===== src/rtl/ps2_pkg.sv =====
// ps2_pkg
// Shared definitions for the PS/2 mouse tracker: status-byte bit indices,
// packet-framing FSM state encoding, packet-length constants and the
// delta saturation helper.
package ps2_pkg;

    // Status byte (byte 0) bit positions
    localparam int BTN_L   = 0;
    localparam int BTN_R   = 1;
    localparam int BTN_M   = 2;
    localparam int ALWAYS1 = 3;
    localparam int XSIGN   = 4;
    localparam int YSIGN   = 5;
    localparam int XOVF    = 6;
    localparam int YOVF    = 7;

    // Packet framing states; WAIT_B3 only used for wheel (4-byte) packets
    typedef enum logic [1:0] {
        WAIT_B0 = 2'd0,
        WAIT_B1 = 2'd1,
        WAIT_B2 = 2'd2,
        WAIT_B3 = 2'd3
    } ps2_state_t;

    localparam int PKT_LEN_STD   = 3;
    localparam int PKT_LEN_WHEEL = 4;

    function automatic int pkt_len(input bit wheel_en);
        return wheel_en ? PKT_LEN_WHEEL : PKT_LEN_STD;
    endfunction

    // 9-bit signed delta from sign bit + magnitude byte; overflow pins it
    // to the extreme of the direction given by the sign bit.
    function automatic logic signed [8:0] sat_delta(input logic       sign_b,
                                                    input logic       ovf_b,
                                                    input logic [7:0] mag);
        if (ovf_b)
            return sign_b ? 9'sh100 : 9'sh0FF;
        return $signed({sign_b, mag});
    endfunction

endpackage


===== src/rtl/ps2_mouse_tracker_if.sv =====
// ps2_mouse_tracker_if
// Byte stream from ps2_receiver into the mouse tracker.
//   rx_data  : received byte, valid while rx_ready is high
//   rx_ready : one-cycle strobe per received byte
//   rx_error : one-cycle strobe, parity/framing error on the current byte
// master = receiver side (drives), slave = tracker side (samples).
interface ps2_mouse_tracker_if;
    logic [7:0] rx_data;
    logic       rx_ready;
    logic       rx_error;

    modport master (output rx_data, output rx_ready, output rx_error);
    modport slave  (input  rx_data, input  rx_ready, input  rx_error);
endinterface


===== src/rtl/ps2_clamp_add.sv =====
// ps2_clamp_add
// Adds a signed delta to an unsigned position and saturates the result
// to [0, LIMIT-1]. Purely combinational; one instance per axis.
//   pos   : current position (unsigned, POS_W bits)
//   delta : signed step, POS_W+2 bits
//   sum   : clamped new position
module ps2_clamp_add #(
    parameter int POS_W = 10,
    parameter int LIMIT = 640
) (
    input  logic [POS_W-1:0]        pos,
    input  logic signed [POS_W+1:0] delta,
    output logic [POS_W-1:0]        sum
);

    localparam logic signed [POS_W+1:0] MAX_S = (POS_W+2)'(LIMIT - 1);

    logic signed [POS_W+1:0] raw;

    always_comb begin
        raw = $signed({2'b00, pos}) + delta;
        if (raw[POS_W+1])
            sum = '0;
        else if (raw > MAX_S)
            sum = MAX_S[POS_W-1:0];
        else
            sum = raw[POS_W-1:0];
    end

endmodule


===== src/rtl/ps2_mouse_tracker.sv =====
// ps2_mouse_tracker
// Frames PS/2 mouse packets (3-byte standard or 4-byte wheel) from the
// receiver byte stream, recovers from desync/timeout/parity errors, and
// keeps a clamped absolute cursor position.
//   clk, rst  : system clock, synchronous active-high reset
//   rx        : byte stream from ps2_receiver (slave modport)
//   recenter  : one-cycle request to move the cursor to canvas centre
//   pos_x/y   : cursor position
//   buttons   : {M,R,L} from last good packet
//   dx/dy     : last decoded delta (saturated, unscaled)
//   wheel     : last Z value (0 when WHEEL_EN=0)
//   pkt_valid : pulse per good packet
//   sync_err  : pulse per discarded byte or packet
//   ovf       : pulse with pkt_valid when an overflow bit was set
module ps2_mouse_tracker
    import ps2_pkg::*;
#(
    parameter int SCREEN_W    = 640,
    parameter int SCREEN_H    = 480,
    parameter int POS_W       = 10,
    parameter int WHEEL_EN    = 0,
    parameter int TIMEOUT_CYC = 27000,
    parameter int SCALE_SHIFT = 0,
    parameter int INVERT_Y    = 1
) (
    input  logic                clk,
    input  logic                rst,
    ps2_mouse_tracker_if.slave  rx,
    input  logic                recenter,
    output logic [POS_W-1:0]    pos_x,
    output logic [POS_W-1:0]    pos_y,
    output logic [2:0]          buttons,
    output logic signed [8:0]   dx,
    output logic signed [8:0]   dy,
    output logic signed [3:0]   wheel,
    output logic                pkt_valid,
    output logic                sync_err,
    output logic                ovf
);

    localparam int PKT_LEN = pkt_len(WHEEL_EN != 0);
    localparam int TO_W    = $clog2(TIMEOUT_CYC + 1);
    localparam logic [TO_W-1:0]  TO_MAX   = TO_W'(TIMEOUT_CYC);
    localparam logic [POS_W-1:0] CENTRE_X = POS_W'(SCREEN_W / 2);
    localparam logic [POS_W-1:0] CENTRE_Y = POS_W'(SCREEN_H / 2);

    ps2_state_t      state;
    logic [TO_W-1:0] to_cnt;

    // Latched packet fields
    logic [2:0] s_btn;
    logic       s_xs, s_ys, s_xo, s_yo;
    logic [7:0] x_q;
    logic [7:0] y_q;

    logic                    byte_ok;
    logic                    commit;
    logic [7:0]              y_src;
    logic signed [8:0]       dx_new, dy_new;
    logic signed [8:0]       sdx, sdy;
    logic signed [POS_W+1:0] dx_ext, dy_ext, dy_step;
    logic [POS_W-1:0]        pos_x_nxt, pos_y_nxt;

    assign byte_ok = rx.rx_ready & ~rx.rx_error;

    // The commit cycle for 3-byte packets is the Y byte itself, so Y comes
    // straight from the bus; for 4-byte packets it was latched in WAIT_B2.
    assign commit = byte_ok &
                    (((state == WAIT_B2) && (PKT_LEN == PKT_LEN_STD)) ||
                      (state == WAIT_B3));

    always_comb begin
        y_src   = (state == WAIT_B3) ? y_q : rx.rx_data;
        dx_new  = sat_delta(s_xs, s_xo, x_q);
        dy_new  = sat_delta(s_ys, s_yo, y_src);
        sdx     = dx_new >>> SCALE_SHIFT;
        sdy     = dy_new >>> SCALE_SHIFT;
        dx_ext  = {{(POS_W-7){sdx[8]}}, sdx};
        dy_ext  = {{(POS_W-7){sdy[8]}}, sdy};
        dy_step = (INVERT_Y != 0) ? -dy_ext : dy_ext;
    end

    ps2_clamp_add #(.POS_W(POS_W), .LIMIT(SCREEN_W)) u_clamp_x (
        .pos   (pos_x),
        .delta (dx_ext),
        .sum   (pos_x_nxt)
    );

    ps2_clamp_add #(.POS_W(POS_W), .LIMIT(SCREEN_H)) u_clamp_y (
        .pos   (pos_y),
        .delta (dy_step),
        .sum   (pos_y_nxt)
    );

    always_ff @(posedge clk) begin
        if (rst) begin
            state     <= WAIT_B0;
            to_cnt    <= '0;
            s_btn     <= '0;
            s_xs      <= 1'b0;
            s_ys      <= 1'b0;
            s_xo      <= 1'b0;
            s_yo      <= 1'b0;
            x_q       <= '0;
            y_q       <= '0;
            pos_x     <= CENTRE_X;
            pos_y     <= CENTRE_Y;
            buttons   <= '0;
            dx        <= '0;
            dy        <= '0;
            wheel     <= '0;
            pkt_valid <= 1'b0;
            sync_err  <= 1'b0;
            ovf       <= 1'b0;
        end else begin
            pkt_valid <= 1'b0;
            sync_err  <= 1'b0;
            ovf       <= 1'b0;

            if (rx.rx_error) begin
                state    <= WAIT_B0;
                to_cnt   <= '0;
                sync_err <= 1'b1;
            end else if (rx.rx_ready) begin
                to_cnt <= '0;
                case (state)
                    WAIT_B0: begin
                        if (rx.rx_data[ALWAYS1]) begin
                            s_btn <= rx.rx_data[BTN_M:BTN_L];
                            s_xs  <= rx.rx_data[XSIGN];
                            s_ys  <= rx.rx_data[YSIGN];
                            s_xo  <= rx.rx_data[XOVF];
                            s_yo  <= rx.rx_data[YOVF];
                            state <= WAIT_B1;
                        end else begin
                            sync_err <= 1'b1;
                        end
                    end
                    WAIT_B1: begin
                        x_q   <= rx.rx_data;
                        state <= WAIT_B2;
                    end
                    WAIT_B2: begin
                        if (PKT_LEN == PKT_LEN_WHEEL) begin
                            y_q   <= rx.rx_data;
                            state <= WAIT_B3;
                        end else begin
                            state <= WAIT_B0;
                        end
                    end
                    default: state <= WAIT_B0;
                endcase
            end else if (state != WAIT_B0) begin
                // A byte arriving on the expiry cycle still counts as accepted
                if (to_cnt == TO_MAX) begin
                    state    <= WAIT_B0;
                    to_cnt   <= '0;
                    sync_err <= 1'b1;
                end else begin
                    to_cnt <= to_cnt + TO_W'(1);
                end
            end

            if (commit) begin
                buttons   <= s_btn;
                dx        <= dx_new;
                dy        <= dy_new;
                pos_x     <= pos_x_nxt;
                pos_y     <= pos_y_nxt;
                pkt_valid <= 1'b1;
                ovf       <= s_xo | s_yo;
                if (PKT_LEN == PKT_LEN_WHEEL)
                    wheel <= $signed(rx.rx_data[3:0]);
            end

            // Recenter overrides any commit position update in the same cycle
            if (recenter) begin
                pos_x <= CENTRE_X;
                pos_y <= CENTRE_Y;
            end
        end
    end

endmodule


===== src/flat_wrapper.sv =====
// flat-port wrapper written by rule: the top's interface ports become plain ports
module ps2_mouse_tracker_flat import ps2_pkg::*;
#(
    parameter int SCREEN_W    = 640,
    parameter int SCREEN_H    = 480,
    parameter int POS_W       = 10,
    parameter int WHEEL_EN    = 0,
    parameter int TIMEOUT_CYC = 27000,
    parameter int SCALE_SHIFT = 0,
    parameter int INVERT_Y    = 1
)
  (clk, rst, recenter, pos_x, pos_y, buttons, dx, dy, wheel, pkt_valid, sync_err, ovf, rx_rx_data, rx_rx_ready, rx_rx_error);
  ps2_mouse_tracker_if rx_i ();
  input  logic clk;
  input  logic rst;
  input  logic recenter;
  output logic [POS_W-1:0] pos_x;
  output logic [POS_W-1:0] pos_y;
  output logic [2:0] buttons;
  output logic signed [8:0] dx;
  output logic signed [8:0] dy;
  output logic signed [3:0] wheel;
  output logic pkt_valid;
  output logic sync_err;
  output logic ovf;
  input wire logic [$bits(rx_i.rx_data)-1:0] rx_rx_data;
  input wire logic [$bits(rx_i.rx_ready)-1:0] rx_rx_ready;
  input wire logic [$bits(rx_i.rx_error)-1:0] rx_rx_error;
  assign rx_i.rx_data = rx_rx_data;
  assign rx_i.rx_ready = rx_rx_ready;
  assign rx_i.rx_error = rx_rx_error;
  ps2_mouse_tracker #(.SCREEN_W(SCREEN_W), .SCREEN_H(SCREEN_H), .POS_W(POS_W), .WHEEL_EN(WHEEL_EN), .TIMEOUT_CYC(TIMEOUT_CYC), .SCALE_SHIFT(SCALE_SHIFT), .INVERT_Y(INVERT_Y)) u_core (.clk(clk), .rst(rst), .rx(rx_i), .recenter(recenter), .pos_x(pos_x), .pos_y(pos_y), .buttons(buttons), .dx(dx), .dy(dy), .wheel(wheel), .pkt_valid(pkt_valid), .sync_err(sync_err), .ovf(ovf));
endmodule

===== config.mk =====
export PLATFORM = sky130hd
export DESIGN_NAME = ps2_mouse_tracker_flat
export DESIGN_NICKNAME = d
export VERILOG_FILES = /design/src/rtl/ps2_pkg.sv /design/src/rtl/ps2_mouse_tracker_if.sv /design/src/rtl/ps2_clamp_add.sv /design/src/rtl/ps2_mouse_tracker.sv /design/src/flat_wrapper.sv
export SDC_FILE = /design/constraint.sdc
export NUM_CORES = 1
export LEC_CHECK = 0
export ABC_AREA = 1
export BUFFER_PORTS_ARGS = -buffer_cell sky130_fd_sc_hd__clkbuf_2
export CAP_MARGIN = 20
export CORE_MARGIN = 5
export CORE_UTILIZATION = 58
export DETAILED_ROUTE_END_ITERATION = 8
export GPL_ROUTABILITY_DRIVEN = 0
export PLACE_DENSITY = 0.85
export SYNTH_ARGS = -nofsm -noshare
export SYNTH_HDL_FRONTEND = slang
export SYNTH_SLANG_ARGS = --single-unit

===== constraint.sdc =====
create_clock -name clk -period 3 [get_ports clk]
set_input_delay 0 -clock clk [delete_from_list [all_inputs] [get_ports clk]]
set_output_delay 0 -clock clk [all_outputs]
set_load 0.01 [all_outputs]

After elaboration in Yosys (flattened, before gate mapping)
Cells that the tools add are included.
{"block": "classes", "n_addsub": 4, "n_lt_le_gt_ge": 2, "n_eq_ne": 5, "n_mux": 26, "n_bitwise": 5, "reduce_logical": 12}
{"op": "two-way mux 9 bit", "count": 6}
{"op": "two-way mux 10 bit", "count": 4}
{"op": "adder 15 x 1 -> 15 bit, second input constant", "count": 1}
{"op": "equality test 15 bit, second input constant", "count": 1}
{"op": "two-way mux 15 bit", "count": 1}
{"op": "adder 11 x 12 -> 12 bit", "count": 1}
{"op": "adder 11 x 9 -> 12 bit", "count": 1}
{"op": "> comparator 12 x 10 -> 1 bit, second input constant", "count": 1}
{"op": "> comparator 12 x 11 -> 1 bit, second input constant", "count": 1}
{"op": "negation 9 -> 12 bit", "count": 1}
{"op": "two-way mux 1 bit", "count": 9}
{"op": "two-way mux 2 bit", "count": 4}
{"op": "two-way mux 8 bit", "count": 1}
{"op": "AND reduction 3 bit", "count": 2}
{"op": "nonzero test 2 bit", "count": 3}
{"op": "OR reduction 2 bit", "count": 3}
{"op": "equality test 2 bit, second input constant", "count": 2}
{"op": "one-hot mux 2 bit (2 select lines)", "count": 1}
{"op": "AND reduction 4 bit", "count": 1}
{"op": "!= test 3 bit, second input constant", "count": 1}
{"op": "OR reduction 3 bit", "count": 1}
{"op": "AND 1 bit", "count": 2}
{"op": "equality test 2 x 1 -> 1 bit, second input constant", "count": 1}
{"op": "logical NOT 2 bit", "count": 1}
{"op": "3 further kinds", "count": 4}
{"block": "totals", "reg_bits": 76, "input_bits": 13, "output_inout_bits": 48, "elab_cells": 70}

Longest topological paths before layout
{"block": "logic_depth", "ltp_word": 8, "ltp_mapped": 22, "ltp_nobuf": 21}

Modules after synthesis
A second synthesis with hierarchy kept.
{"block": "hier_totals", "cells_unflattened": 752, "area_unflattened_um2": 4883.4}
{"mod": "ps2_mouse_tracker", "n_inst": 1, "cells_per_inst": 440, "area_per_inst_um2": 3248.1, "seq_area_each_um2": 1521.5}
{"mod": "ps2_clamp_add at u_core.u_clamp_y", "n_inst": 1, "cells_per_inst": 162, "area_per_inst_um2": 859.6, "seq_area_each_um2": 0.0}
{"mod": "ps2_clamp_add at u_core.u_clamp_x", "n_inst": 1, "cells_per_inst": 150, "area_per_inst_um2": 775.7, "seq_area_each_um2": 0.0}

Worst setup path after synthesis
Ideal clock, no wire load.
{"block": "synth_timing", "path_kind": "reg2reg", "startpoint": "register u_core.s_xs", "endpoint": "register u_core.pos_x[3]", "setup_time_ns": 0.137, "t_arrival_ns": 2.425, "required_time_ns": 2.863, "setup_slack_ns": 0.438, "path_stages_with_launch": 18, "n_path_buf": 0, "synth_period_minus_slack_ns": 2.562, "path_cell_list": "dfxtp_1 > nand2_1 > inv_1 > nor2_1 > ha_1 > fa_1 > nand3_1 > nand2_1 > nand4_1 > o211ai_1 > xnor2_1 > inv_1 > o21ai_0 > nand2_1 > nand2_2 > nand3_1 > nand2_1 > a21oi_1"}
{"block": "synth_via", "elab_chain_len": 7}
{"element": "start: declaration", "line_no": "ps2_mouse_tracker.sv:52", "text": "logic s_xs, s_ys, s_xo, s_yo;"}
{"element": "start signal: assignment", "line_no": "ps2_mouse_tracker.sv:130", "text": "s_xs <= rx.rx_data[XSIGN];"}
{"element": "two-way mux 9 bit (*)", "line_no": "ps2_pkg.sv:38", "text": "return sign_b ? 9'sh100 : 9'sh0FF;"}
{"element": "two-way mux 9 bit (*)", "line_no": "ps2_pkg.sv:37", "text": "if (ovf_b)"}
{"element": "two-way mux 9 bit (*)", "line_no": "ps2_pkg.sv:39", "text": "return $signed({sign_b, mag});"}
{"element": "net u_core.dx_new[0]", "line_no": "ps2_mouse_tracker.sv:59", "text": "logic signed [8:0] dx_new, dy_new;"}
{"element": "adder 11 x 9 -> 12 bit (*)", "line_no": "ps2_clamp_add.sv:21", "text": "raw = $signed({2'b00, pos}) + delta;"}
{"element": "> comparator 12 x 11 -> 1 bit", "line_no": "ps2_clamp_add.sv:24", "text": "else if (raw > MAX_S)"}
{"element": "two-way mux 10 bit", "line_no": "ps2_clamp_add.sv:24"}
{"element": "two-way mux 10 bit (*)", "line_no": "ps2_clamp_add.sv:22", "text": "if (raw[POS_W+1])"}
{"element": "end signal: assignment", "line_no": "ps2_mouse_tracker.sv:168", "text": "pos_x <= pos_x_nxt;"}
{"element": "end: declaration", "line_no": "ps2_mouse_tracker.sv:30", "text": "output logic [POS_W-1:0] pos_x,"}
The timed path passes the listed nets; every way through them passes the cells marked *. The select of a mux whose other input is x is not followed.
A chain may end at the register's enable or synchronous reset.

Worst setup path in the final report
{"block": "layout_timing", "startpoint": "register u_core.s_xo", "endpoint": "register u_core.pos_x[7]"}
{"block": "layout_via", "elab_chain_len": 6}
{"element": "start: declaration", "line_no": "ps2_mouse_tracker.sv:52"}
{"element": "start signal: assignment", "line_no": "ps2_mouse_tracker.sv:132", "text": "s_xo <= rx.rx_data[XOVF];"}
{"element": "two-way mux 1 bit (*)", "line_no": "ps2_pkg.sv:37"}
{"element": "two-way mux 9 bit (*)", "line_no": "ps2_pkg.sv:39"}
{"element": "net u_core.dx_new[4]", "line_no": "ps2_mouse_tracker.sv:59"}
{"element": "adder 11 x 9 -> 12 bit (*)", "line_no": "ps2_clamp_add.sv:21"}
{"element": "> comparator 12 x 11 -> 1 bit", "line_no": "ps2_clamp_add.sv:24"}
{"element": "two-way mux 10 bit", "line_no": "ps2_clamp_add.sv:24"}
{"element": "two-way mux 10 bit (*)", "line_no": "ps2_clamp_add.sv:22"}
The timed path passes the listed nets; every way through them passes the cells marked *.

==> flow_summary_export.csv <==
group,metric,value,unit
status,status,"finished clean",
setup_path,cp_max_fo,10,
logic_synthesis,synth_area_leaders,"dfxtp_1 (34%), nand2_1 (10%), nor2_1 (6.4%)",
routing,routedWlPerCell,15.00,µm
place,dp_hpwl,8.579,mm
routing,dr.first_iter.drc_count,412,
timing,period_minus_slack,2.766,ns
global_route,antenna_found_initial,0,
logic_synthesis,synthesis.area,4425,µm²
setup_path,worst-path-buf-inv,3,
floorplanning,die_x,97.35,µm
logic_synthesis,synth.distinct_cells,46,
floorplanning,die-area,9477,µm²
timing,hold_viol,0,
logic_synthesis,synth.avg_cell_area,7.126,µm²
cells_and_area,layout.nets,725,
place,port_buffers,56,
logic_synthesis,ys_seq_area_share,34.38,%
floorplanning,boundaryPins,61,
cells_and_area,drive_gt1_share,21.26,%
setup_path,slowest_stage,"dfxtp_1",
setup_path,worst_path_most_repeated_cell,"nand2_1",
logic_synthesis,synth_top_area_cell,"dfxtp_1",
logic_synthesis,synth-edff-count,0,
cts,cts_buffers,9,
timing,fin_crit_sh,92.18,%
timing,clock.fmax,361.6,MHz
routing,drtAntennaViolNets,0,
logic_synthesis,yosys-top-cells-count,"nand2_1 (122), dfxtp_1 (76), nor2_1 (76)",
setup_path,path_class,"reg -> reg",
cts,cts_buffer_depth,2,
routing,via_count,4526,
timing,setup_violations,0,
pwr,power.leakage,2.382,nW
logic_synthesis,yosysTopAreaCellShare,34.38,%
cts,cts_sinks,76,
global_route,grt_max_degree,37,
timing,fin_skew,0.009149,ns
setup_path,cp-end-kind,"flop",
worst_hold_path,min_path_type,"in -> reg",
routing,drc_errors,0,
cells_and_area,diodes,0,
setup_path,start_kind,"flop",
run,maxCapViolCount,0,
pwr,power.density,430.1,nW/µm²
global_route,grt_util_all_layers,25.01,%
routing,viasPerCell,5.693,
logic_synthesis,syn_inst,621,
cts,cts-root-buf,"clkbuf_8",
timing,slew-limit-headroom,42.16,%
setup_path,crit_family,"simple AND/OR/NAND/NOR gates",
setup_path,cp_data_arrival_time,2.97,ns
cts,insertion_delay,0.35,ns
cts,cts_tree,"built",
global_route,grt_pass1_vias,4250,
cts,htree_num_levels,3,
logic_synthesis,ys.flop_type,"dfxtp_1",
setup_path,worstPathCellList,"buf_4 > nor2_1 > nor2_1 > ha_1 > nand2_1 > inv_1 > nand2_1 > nand2_1 > a21oi_2 > o21ai_1 > nand2_1 > nand2_1 > nand2_1 > nand2_1 > nand2_1 > nand2_1 > nand2_2 > clkinvlp_4 > nand4_1 > a21oi_1",
logic_synthesis,synth_seq_cells,76,
global_route,grt_pass1_wl,19.79,mm
global_route,grt-ovfl-total,0,
pwr,finalPower,2.227,mW
logic_synthesis,yosysWarningCount,0,
floorplanning,die_height,97.35,µm
floorplanning,start_util,60.37,%
cells_and_area,layout-area-overhead-vs-synth,16.99,%
floorplanning,rows,31,
timing,slew_viol_final,0,
logic_synthesis,synth.most_common_cell,"nand2_1",
floorplanning,core-area,7331,µm²
routing,drt_wl_total,11.92,mm
setup_path,slowest_delay,0.33,ns
routing,drt-pass1-iter-count,6,
timing,hold_slack,0.3952,ns
pwr,peakVddDrop,0.0002607,V
cts,cts.clk_slew.worst_paths,0.08,ns
setup_path,critPathRequiredTime,3.21,ns
timing,worst_slew_pin_slew,0.8667,ns
logic_synthesis,synthArstFlopShare,0,%
-- sequential cells by signal, summed over array words and instances, names as in the netlist --
signal,cells
u_core.x_q,8
u_core.pos_y,10
u_core.ovf,1
u_core.sync_err,1
u_core.dy,9
u_core.pkt_valid,1
u_core.s_xo,1
u_core.buttons,3
u_core.state,2
u_core.s_yo,1
u_core.s_ys,1
u_core.s_btn,3
u_core.pos_x,10
u_core.to_cnt,15
u_core.s_xs,1
u_core.dx,9
-- where the power goes --
part	total (mW)	switching (mW)	leakage (nW)	internal (mW)
Clock	0.829	0.415	0.107	0.415
Combinational	0.374	0.246	1.66	0.128
Sequential	1.02	0.00628	0.614	1.02
Total	2.23	0.667	2.38	1.56
-- layout make-up --
type                       count  area [µm²]
timing repair inverter         1       5.005
clock inverter                 6       70.07
inverter                      65       250.2
timing repair buffer          75       455.4
sequential                    76        1525
clock buffer                  10       137.6
tap                           99       123.9
fill                         599        2153
multi-input combinational    463        2610
-- layout by cell type (no fill, tap or decap), drive strengths merged --
cell           n
a211oi         1
a21boi         1
a21o           4
a21oi         55
a31oi         10
buf            6
bufinv         1
clkbuf        66
clkinv         4
clkinvlp       2
conb           4
dfxtp         76
dlygate4sd3   13
fa             2
ha            19
inv           65
nand2        138
nand3         43
nand3b         4
nand4         10
nor2          84
nor3           7
nor3b         11
nor4           2
o211ai         1
o21a           1
o21ai         50
o21bai         2
o31ai          1
or2            1
xnor2          3
xor2           9
-- what timing repair did --
action	4_1_cts	5_1_grt
setup endpoints to repair	7	17
hold buffers	13	0
cloned	0	2
pin swaps	0	2
resized for setup	1	18
setup buffers	0	1
hold endpoints to repair	15	0
-- path summary, 6_finish.rpt --
check	startpoint	to	slack, ns	depth (start not counted)
worst min register to register	u_core.s_btn[2]$_SDFFE_PP0P_	u_core.buttons[2]$_SDFFE_PP0P_	0.46	2
worst max register to register	u_core.s_xo$_SDFFE_PP0P_	u_core.pos_x[7]$_SDFFE_PP0P_	0.23	20
worst max-delay path	u_core.s_xo$_SDFFE_PP0P_	u_core.pos_x[7]$_SDFFE_PP0P_	0.23	20
worst min-delay path	recenter	u_core.pos_y[8]$_SDFFE_PP0P_	0.40	4
-- metrics by stage --
stage / worst slack (ns) / utilization, % / instances / setup TNS [ns] / instance area, µm²
after floorplan: 0.4380 / - / 624 / 0 / 4437
after global placement: 0.1978 / 65.05 / 763 / 0 / 4768
after detailed placement: 0.004394 / 65.05 / 763 / 0 / 4768
after CTS: 0.03885 / 69.67 / 792 / 0 / 5107
after global routing: -0.02958 / 70.63 / 795 / -0.03745 / 5177
final: 0.2345 / 70.63 / 795 / 0 / 5177
-- cell families (layout without fill, tap and decap cells) --
group           after synthesis  in the layout  synth area share [%]
simple gates                299            300                 32.97
compound gates              126            126                 15.69
buf+inv                      86            157                 8.058
flops                        76             76                 34.38
fa+ha+maj                    21             21                 6.277
xor+xnor                     12             12                 2.545
other cells                   1              4               0.08474
-- routing by layer --
layer	vias up	global-route usage [%]	wire length (µm)
li1	2180	-	-
met2	224	40.07	5435
met1	2082	33.50	5162
met3	40	4.810	970
met5	-	0	0
met4	0	9.159	354
-- worst reg2reg max path, cell delays in order (launching register included) --
cell	delay [ns]
dfxtp_1	0.33
buf_4	0.17
nor2_1	0.05
nor2_1	0.19
ha_1	0.33
nand2_1	0.13
inv_1	0.06
nand2_1	0.08
nand2_1	0.07
a21oi_2	0.16
o21ai_1	0.11
nand2_1	0.10
nand2_1	0.07
nand2_1	0.09
nand2_1	0.06
nand2_1	0.09
nand2_1	0.07
nand2_2	0.12
clkinvlp_4	0.17
nand4_1	0.11
a21oi_1	0.06
No activity file was read; power rests on OpenSTA's default activity.
